===== src/rtl/mips_mc_controller.sv =====
// Multicycle MIPS main control FSM: fetch/decode/execute/memory/writeback sequencing, Moore outputs plus input-qualified irwrite/pcen.
// Latency 3-5 cycles per instruction; stalls in FETCH/MEMRD/MEMWR until memready, no other backpressure.
module mips_mc_controller #(
    parameter logic [5:0] OP_RTYPE = 6'b000000,
    parameter logic [5:0] OP_LB    = 6'b100000,
    parameter logic [5:0] OP_SB    = 6'b101000,
    parameter logic [5:0] OP_BEQ   = 6'b000100,
    parameter logic [5:0] OP_J     = 6'b000010,
    parameter logic [5:0] OP_ADDI  = 6'b001000
) (
    input  logic       clk,
    input  logic       reset,
    input  logic [5:0] op,
    input  logic       zero,
    input  logic       memready,
    output logic       memread,
    output logic       memwrite,
    output logic       iord,
    output logic       irwrite,
    output logic       regdst,
    output logic       memtoreg,
    output logic       regwrite,
    output logic       alusrca,
    output logic [1:0] alusrcb,
    output logic [1:0] aluop,
    output logic [1:0] pcsrc,
    output logic       pcen,
    output logic       illegal,
    output logic [3:0] state
);
    localparam logic [3:0] S_FETCH   = 4'd0;
    localparam logic [3:0] S_DECODE  = 4'd1;
    localparam logic [3:0] S_MEMADR  = 4'd2;
    localparam logic [3:0] S_MEMRD   = 4'd3;
    localparam logic [3:0] S_MEMWB   = 4'd4;
    localparam logic [3:0] S_MEMWR   = 4'd5;
    localparam logic [3:0] S_RTYPEEX = 4'd6;
    localparam logic [3:0] S_RTYPEWB = 4'd7;
    localparam logic [3:0] S_BEQEX   = 4'd8;
    localparam logic [3:0] S_JEX     = 4'd9;
    localparam logic [3:0] S_ADDIEX  = 4'd10;
    localparam logic [3:0] S_ADDIWB  = 4'd11;

    logic [3:0] cur_state;
    logic [3:0] nxt_state;

    always_ff @(posedge clk or negedge reset) begin
        if (!reset) cur_state <= S_FETCH;
        else        cur_state <= nxt_state;
    end

    assign state = cur_state;

    always_comb begin
        nxt_state = S_FETCH;
        case (cur_state)
            S_FETCH:   nxt_state = memready ? S_DECODE : S_FETCH;
            S_DECODE: begin
                if (op == OP_LB || op == OP_SB) nxt_state = S_MEMADR;
                else if (op == OP_RTYPE)        nxt_state = S_RTYPEEX;
                else if (op == OP_BEQ)          nxt_state = S_BEQEX;
                else if (op == OP_J)            nxt_state = S_JEX;
                else if (op == OP_ADDI)         nxt_state = S_ADDIEX;
                else                            nxt_state = S_FETCH;
            end
            S_MEMADR:  nxt_state = (op == OP_SB) ? S_MEMWR : S_MEMRD;
            S_MEMRD:   nxt_state = memready ? S_MEMWB : S_MEMRD;
            S_MEMWB:   nxt_state = S_FETCH;
            S_MEMWR:   nxt_state = memready ? S_FETCH : S_MEMWR;
            S_RTYPEEX: nxt_state = S_RTYPEWB;
            S_RTYPEWB: nxt_state = S_FETCH;
            S_BEQEX:   nxt_state = S_FETCH;
            S_JEX:     nxt_state = S_FETCH;
            S_ADDIEX:  nxt_state = S_ADDIWB;
            S_ADDIWB:  nxt_state = S_FETCH;
            default:   nxt_state = S_FETCH;
        endcase
    end

    always_comb begin
        memread  = 1'b0;
        memwrite = 1'b0;
        iord     = 1'b0;
        irwrite  = 1'b0;
        regdst   = 1'b0;
        memtoreg = 1'b0;
        regwrite = 1'b0;
        alusrca  = 1'b0;
        alusrcb  = 2'b00;
        aluop    = 2'b00;
        pcsrc    = 2'b00;
        pcen     = 1'b0;
        illegal  = 1'b0;
        // Reset overrides the decode so no write strobe can leak before the state register clears.
        if (!reset) begin
            memread = 1'b1;
            alusrcb = 2'b01;
        end else begin
            case (cur_state)
                S_FETCH: begin
                    memread = 1'b1;
                    alusrcb = 2'b01;
                    irwrite = memready;
                    pcen    = memready;
                end
                S_DECODE: begin
                    alusrcb = 2'b11;
                    illegal = !(op == OP_LB || op == OP_SB || op == OP_RTYPE ||
                                op == OP_BEQ || op == OP_J || op == OP_ADDI);
                end
                S_MEMADR: begin
                    alusrca = 1'b1;
                    alusrcb = 2'b10;
                end
                S_MEMRD: begin
                    memread = 1'b1;
                    iord    = 1'b1;
                end
                S_MEMWB: begin
                    regwrite = 1'b1;
                    memtoreg = 1'b1;
                end
                S_MEMWR: begin
                    memwrite = 1'b1;
                    iord     = 1'b1;
                end
                S_RTYPEEX: begin
                    alusrca = 1'b1;
                    aluop   = 2'b10;
                end
                S_RTYPEWB: begin
                    regwrite = 1'b1;
                    regdst   = 1'b1;
                end
                S_BEQEX: begin
                    alusrca = 1'b1;
                    aluop   = 2'b01;
                    pcsrc   = 2'b01;
                    pcen    = zero;
                end
                S_JEX: begin
                    pcsrc = 2'b10;
                    pcen  = 1'b1;
                end
                S_ADDIEX: begin
                    alusrca = 1'b1;
                    alusrcb = 2'b10;
                end
                S_ADDIWB: regwrite = 1'b1;
                default: ;
            endcase
        end
    end
endmodule

===== config.mk =====
export PLATFORM = sky130hd
export DESIGN_NAME = mips_mc_controller
export DESIGN_NICKNAME = d
export VERILOG_FILES = /design/src/rtl/mips_mc_controller.sv
export SDC_FILE = /design/constraint.sdc
export NUM_CORES = 1
export LEC_CHECK = 0
export CORE_MARGIN = 5
export CORE_UTILIZATION = 34
export CTS_CLUSTER_SIZE = 14
export DETAILED_ROUTE_END_ITERATION = 8
export PLACE_DENSITY_LB_ADDON = 0.05
export SYNTH_ARGS = -nofsm -noshare
export SYNTH_HDL_FRONTEND = slang
export SYNTH_SLANG_ARGS = --single-unit

===== constraint.sdc =====
create_clock -name clk -period 1.25 [get_ports clk]
set_clock_uncertainty 0.2 [all_clocks]
set_input_delay 0.125 -clock clk [delete_from_list [all_inputs] [get_ports clk]]
set_output_delay 0.125 -clock clk [all_outputs]
set_load 0.01 [all_outputs]

==> impl_metrics.yaml, run 1 <==
synth:
  synth_top_area_cell: "dfrtp_1"
  yosysUniqueCellTypes: 34
  syn_area_sq_um: 543.0
  yosysMostFrequentCell: "nor2_1"
  synth_edf_count: 0
  synth_top_cell_area_share: 0.1843
  syn_avg_cell_area_sq_um: 6.704
  synth_flop_cell: "dfrtp_1"
  async_flop_share: 1.000
  netlist_instances: 81
  synth.top_cells.by_count: "10 x nor2_1, 8 x o21ai_0, 7 x nor3_1"
  yosysWarningCount: 0
  syn_nets: 91
  ys_seq_elements: 4
  synth.area.top_cells: "dfrtp_1 18%, o21ai_0 7.4%, nor2_1 6.9%"
  yosysSeqAreaShare: 0.1843
worst_setup_path:
  cp_num_buf_inv: 3
  slowest_delay_ps: 440
  r2r-end: "state[1]$_DFF_PN0_"
  crit_arrival_ps: 1580
  endpoint_kind: "output pin"
  critPathSlowestCell: "dfrtp_2"
  cp.required_ps: 930
  critPathLaunchType: "register"
  crit_type: "reg2out"
  cp_top_family: "flip-flops"
  path_cells: "inv_2 > buf_4 > nor4_1 > a31oi_1 > nor2_1 > buf_2"
  reg2reg_from: "state[0]$_DFF_PN0_"
  reg2regPathDepth: 6
  startpoint: "state[2]$_DFF_PN0_"
  r2r_slack_ps: -420
  critical_path_depth: 6
  crit_path_max_fanout: 5
  crit_end: "regwrite"
global_route:
  grt_pass1_wl_microns: 4740
  antenna_found_initial: 0
  grt_pass1_vias: 994
  grt_max_degree: 12
  grt_use_total: 0.2371
  overflow: 0
clocking:
  cts_buffers: 3
  cts-root-buf: "clkbuf_4"
  cts_tree: "built"
  clockBufferDepth: 2
  clock_sinks: 4
  clk_pin_slew_ps: 50
  cts.htree.levels: 1
  clock_latency_ps: 250
placement:
  dp_cells: 144
  dp_hpwl_microns: 1480
  gp_congestion: 0.7624
  io_buffers: 29
  post-place-ws_ps: -826.4
drt:
  drc: 0
  viasPerCell: 6.317
  routedWlPerCell_microns: 21.57
  dr.pass1.iters: 4
  drt_wl_total_microns: 3603
  vias: 1055
  drt_iter0_drc: 67
  drt.antenna.violating_nets: 0
die:
  rows: 14
  ioPinCount: 30
  initial_core_util: 0.3605
  core_sq_um: 1506
  die-area_sq_um: 2497
  chipWidth_microns: 49.97
  die_h_microns: 49.97
sta:
  rsz0062_at_grt: "yes"
  worst_pin_slew_ps: 334.2
  setup_viol: 23
  hold_viol_final: 0
  post-route-period-util: 1.521
  max_slew_margin: 0.7751
  timing.final.ws_setup_ps: -651.3
  fmax_ghz: 0.5259
  maxSlewViolCount: 0
  fin_crit_ps: 1901
finish:
  syn_to_final_growth_pct: 163.6
  diodes: 0
  layout.nets: 162
  final_cells: 167
  largest_reg_flops: 4
  drive_above_1_share: 0.6954
  fillCellCount: 40
hold_path:
  min_from: "op[2]"
  worstHoldPathCells: 3
  hold_path.class: "in2reg"
status:
  outcome: "finished, violations left"
  violations: "negative setup slack"
run:
  max_cap_violations: 0
pwr:
  p_leak_uw: 0.0006667
  p_per_area_nw_per_um2: 1860
  worst_ir_drop_vdd_v: 0.001250
layer usage:
layer | vias to the layer above | share of wire | GRT usage
li1 | 439 | - | -
met1 | 487 | 0.37 | 0.2873
met2 | 103 | 0.48 | 0.4153
met3 | 26 | 0.092 | 0.03313
met4 | 0 | 0.056 | 0.08734
met5 | - | 0 | 0
worst min path at each step:
stage               slack [ps]                  to
floorplan                 -370  state[0]$_DFF_PN0_
global placement           300  state[3]$_DFF_PN0_
detailed placement         290  state[2]$_DFF_PN0_
CTS                         30  state[2]$_DFF_PN0_
global route               320  state[3]$_DFF_PN0_
finish                     310  state[3]$_DFF_PN0_
stage by stage:
stage / power [uW] / TNS, ps / utilization / cell area [sq um] / hold slack, ps
final: 2662 / -9630 / 0.9502 / 1431 / 306.8
after global routing: 2787 / -10580 / 0.9502 / 1431 / 325.0
after CTS: 2251 / -8035 / 0.8671 / 1306 / 28.68
after detailed placement: 1563 / -14310 / 0.7201 / 1085 / 290.4
after global placement: 1549 / -14340 / 0.7201 / 1085 / 303.2
after floorplan: 952.1 / -2811 / - / 649.4 / -370.6
layout by cell type (no fill, tap or decap), types with 2 or more instances in the layout:
cell type        count
o21ai_1              2
nand2b_4             2
buf_4               25
dlymetal6s2s_1       3
nand3_2              3
clkbuf_4             3
nor2_4               4
dfrtp_2              4
nor3_2               3
nor2_2               3
nand2_1              5
nor2b_4              2
a31oi_1              2
clkdlybuf4s15_2      2
buf_6               21
buf_2               13
a21oi_2              2
nor3_1               3
o21ai_0              4
nor2_1               3
dlygate4sd2_1        2
o21ai_2              3
or3b_1               2
inv_1                2
clkdlybuf4s50_1      4
xor2_1               2
repair_timing:
item | 4_1_cts | 5_1_grt
hold endpoints to repair | 0 | 4
resized for setup | 125 | 21
pin swaps | 12 | 12
setup endpoints to repair | 24 | 24
buffers inserted | 13 | 10
hold buffers | 0 | 1
kinds of logic (layout without fill, tap and decap cells):
group / count (synthesis) / count (layout) / synth area share
AO/OA/AOI/OAI: 22 / 22 / 0.2558
buffers and inverters: 10 / 80 / 0.08523
XOR/XNOR: 3 / 3 / 0.04840
flip-flops: 4 / 4 / 0.1843
AND/OR/NAND/NOR: 42 / 42 / 0.4263
report_power, final:
group          switching [uW]  leakage, uW  internal [uW]
clock                    72.4    0.0000150            121
combinational            1050     0.000604           1170
sequential               67.8    0.0000476            178
total                    1190     0.000667           1470
worst reg2reg max path, cell delays in order (launching register included):
cell	delay [ps]
dfrtp_2	390
buf_6	150
buf_8	150
or3b_1	340
o21ai_1	100
a32oi_1	100
o21ai_1	150
layout make-up:
class | instances | area (sq um) | area share
repair buffers | 73 | 651.9 | 0.4554
clock buffers | 4 | 26.28 | 0.01836
inverters | 3 | 11.26 | 0.007867
flip-flops and latches | 4 | 105.1 | 0.07343
well taps | 16 | 20.02 | 0.01399
multi-input cells | 67 | 616.8 | 0.4309
Power figures use the tool's default switching activity.
==> run 2, diff against run 1 <==
Settings changed: TNS_END_PERCENT from default to 100.
==> results of run 2 <==
Final layout, timing and power as in run 1 (identical DEF).
